<file path="config.mk">
export PLATFORM = sky130hd
export DESIGN_NAME = iter_div
export DESIGN_NICKNAME = d
export VERILOG_FILES = /design/src/rtl/div_pkg.sv /design/src/rtl/div_step.sv /design/src/rtl/iter_div.sv
export SDC_FILE = /design/constraint.sdc
export NUM_CORES = 1
export LEC_CHECK = 0
export CORE_AREA = 5 5 212 214
export DETAILED_ROUTE_END_ITERATION = 10
export DIE_AREA = 0 0 217 219
export DONT_BUFFER_PORTS = 1
export PLACE_DENSITY_LB_ADDON = 0.08
export SLEW_MARGIN = 20
export SYNTH_ARGS = -nofsm -noshare
export SYNTH_HDL_FRONTEND = slang
export SYNTH_SLANG_ARGS = --single-unit
</file>
<file path="constraint.sdc">
create_clock -name clk -period 4.7 [get_ports clk]
set_input_delay 0.94 -clock clk [delete_from_list [all_inputs] [get_ports clk]]
set_output_delay 0.94 -clock clk [all_outputs]
set_load 0.01 [all_outputs]
</file>
<file path="src/rtl/div_pkg.sv">
// Shared state encoding and result-field layout for the iterative divider (iter_div).
package div_pkg;

  typedef enum logic [2:0] {
    IDLE   = 3'd0,
    BYZERO = 3'd1,
    ON     = 3'd2,
    FIX    = 3'd3,
    END    = 3'd4
  } div_state_e;

  // result_o packs {remainder, quotient}. The quotient sits at bit 0.
  localparam int QUO_LSB = 0;

  // The remainder field starts at REM_LSB = WIDTH.
  function automatic int rem_lsb(input int width);
    return width;
  endfunction

endpackage

</file>
<file path="src/rtl/div_step.sv">
// One restoring radix-2 division step: shift the dividend MSB into the partial
// remainder, trial-subtract the divisor, and keep the difference if it is non-negative.
module div_step #(
  parameter int WIDTH = 32
) (
  input  logic [WIDTH-1:0] rem_i,
  input  logic [WIDTH-1:0] quo_i,
  input  logic [WIDTH-1:0] div_i,
  output logic [WIDTH-1:0] rem_o,
  output logic [WIDTH-1:0] quo_o
);

  logic [WIDTH:0] partial;
  logic [WIDTH:0] diff;
  logic           q_bit;

  always_comb begin
    partial = {rem_i, quo_i[WIDTH-1]};
    diff    = partial - {1'b0, div_i};
    // rem_i < div_i always holds, so a clear borrow bit means partial >= divisor.
    q_bit   = ~diff[WIDTH];
    rem_o   = q_bit ? diff[WIDTH-1:0] : partial[WIDTH-1:0];
    quo_o   = {quo_i[WIDTH-2:0], q_bit};
  end

endmodule

</file>
<file path="src/rtl/iter_div.sv">
// Iterative signed/unsigned divider that produces one quotient bit per cycle.
// Define ITER_DIV_EARLY_OUT_EN to skip the iterations when |a| < |b|.
module iter_div
  import div_pkg::*;
#(
  parameter int WIDTH = 32,
  parameter int CNT_W = $clog2(WIDTH + 1)
) (
  input  logic               clk,
  input  logic               rst,
  input  logic               start_i,
  input  logic               annul_i,
  input  logic               signed_i,
  input  logic [WIDTH-1:0]   op_a_i,
  input  logic [WIDTH-1:0]   op_b_i,
  output logic               busy_o,
  output logic               ready_o,
  output logic [2*WIDTH-1:0] result_o,
  output logic               div_zero_o
);

  localparam int               REM_LSB = rem_lsb(WIDTH);
  localparam logic [WIDTH-1:0] ONE     = WIDTH'(1);
  localparam logic [CNT_W-1:0] LAST    = CNT_W'(WIDTH - 1);

`ifdef ITER_DIV_EARLY_OUT_EN
  localparam bit EARLY_OUT = 1'b1;
`else
  localparam bit EARLY_OUT = 1'b0;
`endif

  function automatic logic [WIDTH-1:0] twos_neg(input logic [WIDTH-1:0] x);
    return ~x + ONE;
  endfunction

  div_state_e         state_q, state_d;
  logic [CNT_W-1:0]   cnt_q, cnt_d;
  logic               signed_q, signed_d;
  logic               neg_a_q, neg_a_d;
  logic               neg_b_q, neg_b_d;
  logic [WIDTH-1:0]   div_q, div_d;
  logic [WIDTH-1:0]   rem_q, rem_d;
  logic [WIDTH-1:0]   quo_q, quo_d;
  logic [2*WIDTH-1:0] result_q, result_d;
  logic               ready_q, ready_d;
  logic               div_zero_q, div_zero_d;
  logic               busy_q, busy_d;

  logic             a_neg, b_neg;
  logic [WIDTH-1:0] a_mag, b_mag;
  logic [WIDTH-1:0] step_rem, step_quo;

  // Operand magnitudes. The most-negative value maps onto itself, and that is the
  // correct unsigned magnitude.
  always_comb begin
    a_neg = signed_i & op_a_i[WIDTH-1];
    b_neg = signed_i & op_b_i[WIDTH-1];
    a_mag = a_neg ? twos_neg(op_a_i) : op_a_i;
    b_mag = b_neg ? twos_neg(op_b_i) : op_b_i;
  end

  div_step #(.WIDTH(WIDTH)) u_step (
    .rem_i (rem_q),
    .quo_i (quo_q),
    .div_i (div_q),
    .rem_o (step_rem),
    .quo_o (step_quo)
  );

  always_comb begin
    // NOTE: every _d gets a hold default first, so no path through the case infers a latch.
    state_d    = state_q;
    cnt_d      = cnt_q;
    signed_d   = signed_q;
    neg_a_d    = neg_a_q;
    neg_b_d    = neg_b_q;
    div_d      = div_q;
    rem_d      = rem_q;
    quo_d      = quo_q;
    result_d   = result_q;
    ready_d    = ready_q;
    div_zero_d = div_zero_q;

    case (state_q)
      IDLE: begin
        if (start_i && !annul_i) begin
          signed_d = signed_i;
          neg_a_d  = a_neg;
          neg_b_d  = b_neg;
          div_d    = b_mag;
          rem_d    = '0;
          quo_d    = a_mag;
          cnt_d    = '0;
          if (op_b_i == '0) begin
            state_d = BYZERO;
          end else if (EARLY_OUT && (a_mag < b_mag)) begin
            rem_d   = a_mag;
            quo_d   = '0;
            state_d = FIX;
          end else begin
            state_d = ON;
          end
        end
      end

      BYZERO: begin
        if (annul_i) begin
          state_d = IDLE;
        end else begin
          // The remainder reports the dividend exactly as it was presented.
          result_d[REM_LSB +: WIDTH] = neg_a_q ? twos_neg(quo_q) : quo_q;
          result_d[QUO_LSB +: WIDTH] = '1;
          ready_d    = 1'b1;
          div_zero_d = 1'b1;
          state_d    = END;
        end
      end

      ON: begin
        if (annul_i) begin
          state_d = IDLE;
        end else begin
          rem_d = step_rem;
          quo_d = step_quo;
          cnt_d = cnt_q + CNT_W'(1);
          if (cnt_q == LAST) begin
            state_d = FIX;
          end
        end
      end

      FIX: begin
        if (annul_i) begin
          state_d = IDLE;
        end else begin
          result_d[REM_LSB +: WIDTH] = (signed_q && neg_a_q) ? twos_neg(rem_q) : rem_q;
          result_d[QUO_LSB +: WIDTH] = (signed_q && (neg_a_q != neg_b_q)) ? twos_neg(quo_q) : quo_q;
          ready_d = 1'b1;
          state_d = END;
        end
      end

      END: begin
        if (!start_i) begin
          result_d   = '0;
          ready_d    = 1'b0;
          div_zero_d = 1'b0;
          state_d    = IDLE;
        end
      end

      default: state_d = IDLE;
    endcase

    busy_d = (state_d != IDLE);
  end

  always_ff @(posedge clk) begin
    if (rst) begin
      state_q    <= IDLE;
      cnt_q      <= '0;
      signed_q   <= 1'b0;
      neg_a_q    <= 1'b0;
      neg_b_q    <= 1'b0;
      div_q      <= '0;
      rem_q      <= '0;
      quo_q      <= '0;
      result_q   <= '0;
      ready_q    <= 1'b0;
      div_zero_q <= 1'b0;
      busy_q     <= 1'b0;
    end else begin
      // NOTE: non-blocking updates make every flop sample the pre-edge values of the others.
      state_q    <= state_d;
      cnt_q      <= cnt_d;
      signed_q   <= signed_d;
      neg_a_q    <= neg_a_d;
      neg_b_q    <= neg_b_d;
      div_q      <= div_d;
      rem_q      <= rem_d;
      quo_q      <= quo_d;
      result_q   <= result_d;
      ready_q    <= ready_d;
      div_zero_q <= div_zero_d;
      busy_q     <= busy_d;
    end
  end

  assign busy_o     = busy_q;
  assign ready_o    = ready_q;
  assign result_o   = result_q;
  assign div_zero_o = div_zero_q;

endmodule

</file>
==> impl.org <==
** Status
- The run finished with clean final reports.

** STA
- Number of failing setup endpoints in the final timing report :: 0
- The final-report max-slew violation count came to 0.
- Actual transition at the worst max-transition pin :: 0.994 ns
- Setup total negative slack on the finished layout was measured at 0 ns.
- Number of hold-slack violations in the final timing report :: 0
- The worst path uses 76.1% of the clock period.
- RSZ-0062 raised after global routing :: false
- Fin Clk Skew :: 0.0137 ns
- Derived from the worst setup path, the maximum achievable clock frequency is 0.280 GHz.
- Worst relative slew slack :: 33.7%
- Crit path time final :: 3.58 ns

** Floorplanning
- Die span in y :: 219 µm
- Die span in x :: 217 µm
- The floorplan step defined a die boundary enclosing 47,500 µm².
- Ports placed on the boundary :: 136
- Area inside the core boundary :: 42,700 µm²
- Once the floorplan was initialized, standard cells occupied 27.6% of the core.
- Floorplan row count :: 76

** Yosys
- Netlist area before placement :: 11,800 µm²
- For this run, the number of Yosys warnings is 0.
- Of all cell types, the one taking the most synthesized area is sky130_fd_sc_hd__dfxtp_1.
- Number of distinct standard cells referenced by the synthesized netlist :: 63
- Cell types occupying the most area after synthesis :: sky130_fd_sc_hd__dfxtp_1 (30%), sky130_fd_sc_hd__xnor2_1 (7.1%), sky130_fd_sc_hd__xor2_1 (6.4%)
- In the post-synthesis netlist, the cell with the most instances is sky130_fd_sc_hd__nor2_1.
- Post-synthesis sequential element count :: 175
- Share of the yosys chip area belonging to registers :: 29.7%
- A synthesized cell averages 7.56 µm².
- The synthesized design contains 0 enable-type register cells.
- Top FF cell, synth :: sky130_fd_sc_hd__dfxtp_1
- Area share of the largest cell type after synthesis :: 29.7%
- Post-Synthesis Cells :: 1,558
- By count the netlist is led by sky130_fd_sc_hd__nor2_1 (180), sky130_fd_sc_hd__dfxtp_1 (175), sky130_fd_sc_hd__nand2_1 (156), sky130_fd_sc_hd__a21oi_1 (131), sky130_fd_sc_hd__clkbuf_1 (107).
- In the synthesized netlist the async set-or-reset flop fraction comes to 0%.
- The number of nets handed over by synthesis was 1,665.

** Routing
- In the routed design, unresolved DRC markers number 0.
- After detailed routing, the total wire length is 42.8 mm.
- Routed wire length per instance :: 21.0 µm
- In the final routing, the length of wire on met1 measures 22.1 mm.
- Max Used Layer :: met4
- Wire segments on met2 add up to 17.8 mm in the final route.
- Vias per inst :: 5.26
- The detail route stage leaves a number of antenna-violating nets equal to 0.
- The routed layout has 10,737 vias.
- Number of detailed-routing iterations run before antenna repair :: 5
- First DRT Iteration DRCs :: 722
- Summed over all nets, wire length on met3 after detailed routing comes to 2.45 mm.

** Worst setup path
- In this run the worst path has a maximum fanout of 7.
- STA classifies the critical path startpoint as a flip-flop.
- Register-to-Register Setup Slack :: 1.12 ns
- Category of the critical setup timing path :: flip-flop to flip-flop
- For the worst setup path, the data required time is 5.09 ns.
- Data on the critical path arrives at its endpoint at 3.97 ns.
- The worst setup path is captured at a flip-flop.

** CTS
- At the later pin of the worst-skew pair, clock insertion delay measures 0.49 ns.
- CTS tree :: done
- Sinks on Clock Net :: 175
- Root Buffer :: sky130_fd_sc_hd__clkbuf_16
- Clock Path Buffers :: 2
- Once the clock tree was built, the setup fixing pass inserted 0 buffers.
- Clock-pin slew on the worst setup and hold paths :: 0.08 ns
- In this run, CTS created clock tree buffers numbering 17.
- The number of hold buffers added after CTS was 0.
- Total number of H-tree levels :: 4
- In this run, post-CTS repair resized a total of 0 instances.

** Layout
- Antenna Cells :: 0
- For this run, the post-layout net count is 1,589.
- Post-route cell area :: 12,800 µm²
- Area added between synthesis and finish :: 8.77%
- The post-route netlist has 4.68% of its cells at a drive strength greater than 1.
- Fill cells in the final layout number 4,650.

** Placement
- Routability-driven placement finished with a final weighted congestion of 0.852.
- During placement, the flow inserted port buffers numbering 0.
- Detailed placement HPWL :: 32.5 mm
- Post-DP Area :: 12,200 µm²

** Job
- Maximum Capacitance Violations :: 0

** Pwr
- The analysis attributes to net switching a power of 1140 µW.
- For this design the static power due to leakage is 0.00441 µW.
- Registers are responsible for 43.4% of the overall power.
- Of the total power, the clock network draws 40.1%.
- Combinational logic is responsible for 16.6% of the overall power.
- Power spread over the standard cell area amounts to 288 nW/µm².
- Cell internal power dissipation :: 2560 µW
- Net switching share of the total power :: 30.8%
- Worst voltage drop across the vdd grid :: 0.000223 V

** Global route
- Global routing usage summed across all routing layers :: 17.9%
- Global-route wire length before repair :: 65.3 mm
- Entering global routing, the biggest net connects 148 pins.
- The total overflow left after global routing is 0.
- The number of antenna violations at the first check in global routing came to 0.
- The number of global-route vias before repair is 10,230.

** Hold path
- Worst min-delay path class :: flip-flop to flip-flop
final timing paths:
path,end,cells after the start,startpoint
max,result_o[63]$_SDFFE_PP0P_,9,quo_q[0]$_SDFFE_PP0P_
max reg2reg,result_o[63]$_SDFFE_PP0P_,9,quo_q[0]$_SDFFE_PP0P_
min,div_q[15]$_SDFFE_PP0P_,2,div_q[15]$_SDFFE_PP0P_
min reg2reg,div_q[15]$_SDFFE_PP0P_,2,div_q[15]$_SDFFE_PP0P_
cell type report:
type | count | area (µm²) | share of cell area, %
clock buffer | 18 | 429 | 3.35
clock inverter | 14 | 159 | 1.24
inverter | 51 | 191 | 1.49
multi-input combinational | 1214 | 7650 | 59.7
sequential | 175 | 3500 | 27.3
tap | 546 | 683 | 5.33
timing repair buffer | 23 | 198 | 1.54
stage by stage:
step           utilization, %  setup WS, ns  total power (µW)  hold WS (ns)  std cells
6_report                 30.0          1.12              3700         0.450       2041
5_1_grt                  30.0         0.907              3890         0.485       2041
3_3_place_gp             28.6          1.00              2250         0.440       2009
2_1_floorplan               -          1.28              2090         0.432       1558
3_5_place_dp             28.6          1.00              2250         0.440       2009
4_1_cts                  30.0          1.13              3760         0.451       2041
state kept, by name (all words and copies together), names as in the netlist:
register / cells
state_q: 3
rem_q: 32
ready_o: 1
cnt_q: 6
div_zero_o: 1
busy_o: 1
quo_q: 32
neg_a_q: 1
signed_q: 1
result_o: 64
div_q: 32
neg_b_q: 1
power groups by stage:
stage	sequential, µW	clock (µW)	combinational, µW
5_1_grt	1610	1600	686
3_5_place_dp	1640	0	613
3_3_place_gp	1630	0	617
2_1_floorplan	1580	0	505
4_1_cts	1600	1540	616
6_report	1600	1480	612
per-layer routing:
metal | vias up | track usage, %
met5 | - | 0
met4 | 0 | 4.07
met3 | 25 | 4.87
met2 | 222 | 25.5
met1 | 5096 | 26.7
li1 | 5394 | -
layout by cell type (no fill, tap or decap), drive strengths merged, types with 16 or more instances in the layout:
cell type / netlist / routed
o21ai: 105 / 105
mux2i: 29 / 29
a31oi: 16 / 16
a21oi: 131 / 131
nor3: 32 / 32
nor2: 180 / 180
o221ai: 31 / 31
nor4: 16 / 16
xnor2: 95 / 95
a21o: 16 / 16
a211oi: 54 / 54
clkbuf: 107 / 18
nand2: 157 / 157
dfxtp: 175 / 175
o31ai: 29 / 29
ha: 37 / 37
nand3: 16 / 16
buf: 11 / 23
o211ai: 31 / 31
xor2: 86 / 86
inv: 51 / 55
worst max-delay path, stage by stage (launching register included):
cell	delay, ns
sky130_fd_sc_hd__dfxtp_1	0.44
sky130_fd_sc_hd__nor4_2	0.35
sky130_fd_sc_hd__or4b_4	0.55
sky130_fd_sc_hd__or4_4	0.59
sky130_fd_sc_hd__or3b_1	0.54
sky130_fd_sc_hd__or3_4	0.42
sky130_fd_sc_hd__nand2_1	0.09
sky130_fd_sc_hd__xnor2_1	0.14
sky130_fd_sc_hd__nand2_1	0.08
sky130_fd_sc_hd__a311oi_1	0.30
logic make-up after synthesis:
group	count (synthesis)	synth area share [%]
AND/OR/NAND/NOR	499	19.4
AO/OA/AOI/OAI	466	25.3
XOR/XNOR	181	13.5
flip-flops	175	29.7
buffers and inverters	169	5.52
adder cells (fa/ha/maj)	38	4.10
multiplexers	30	2.56
(Power assumes the default switching activity.)
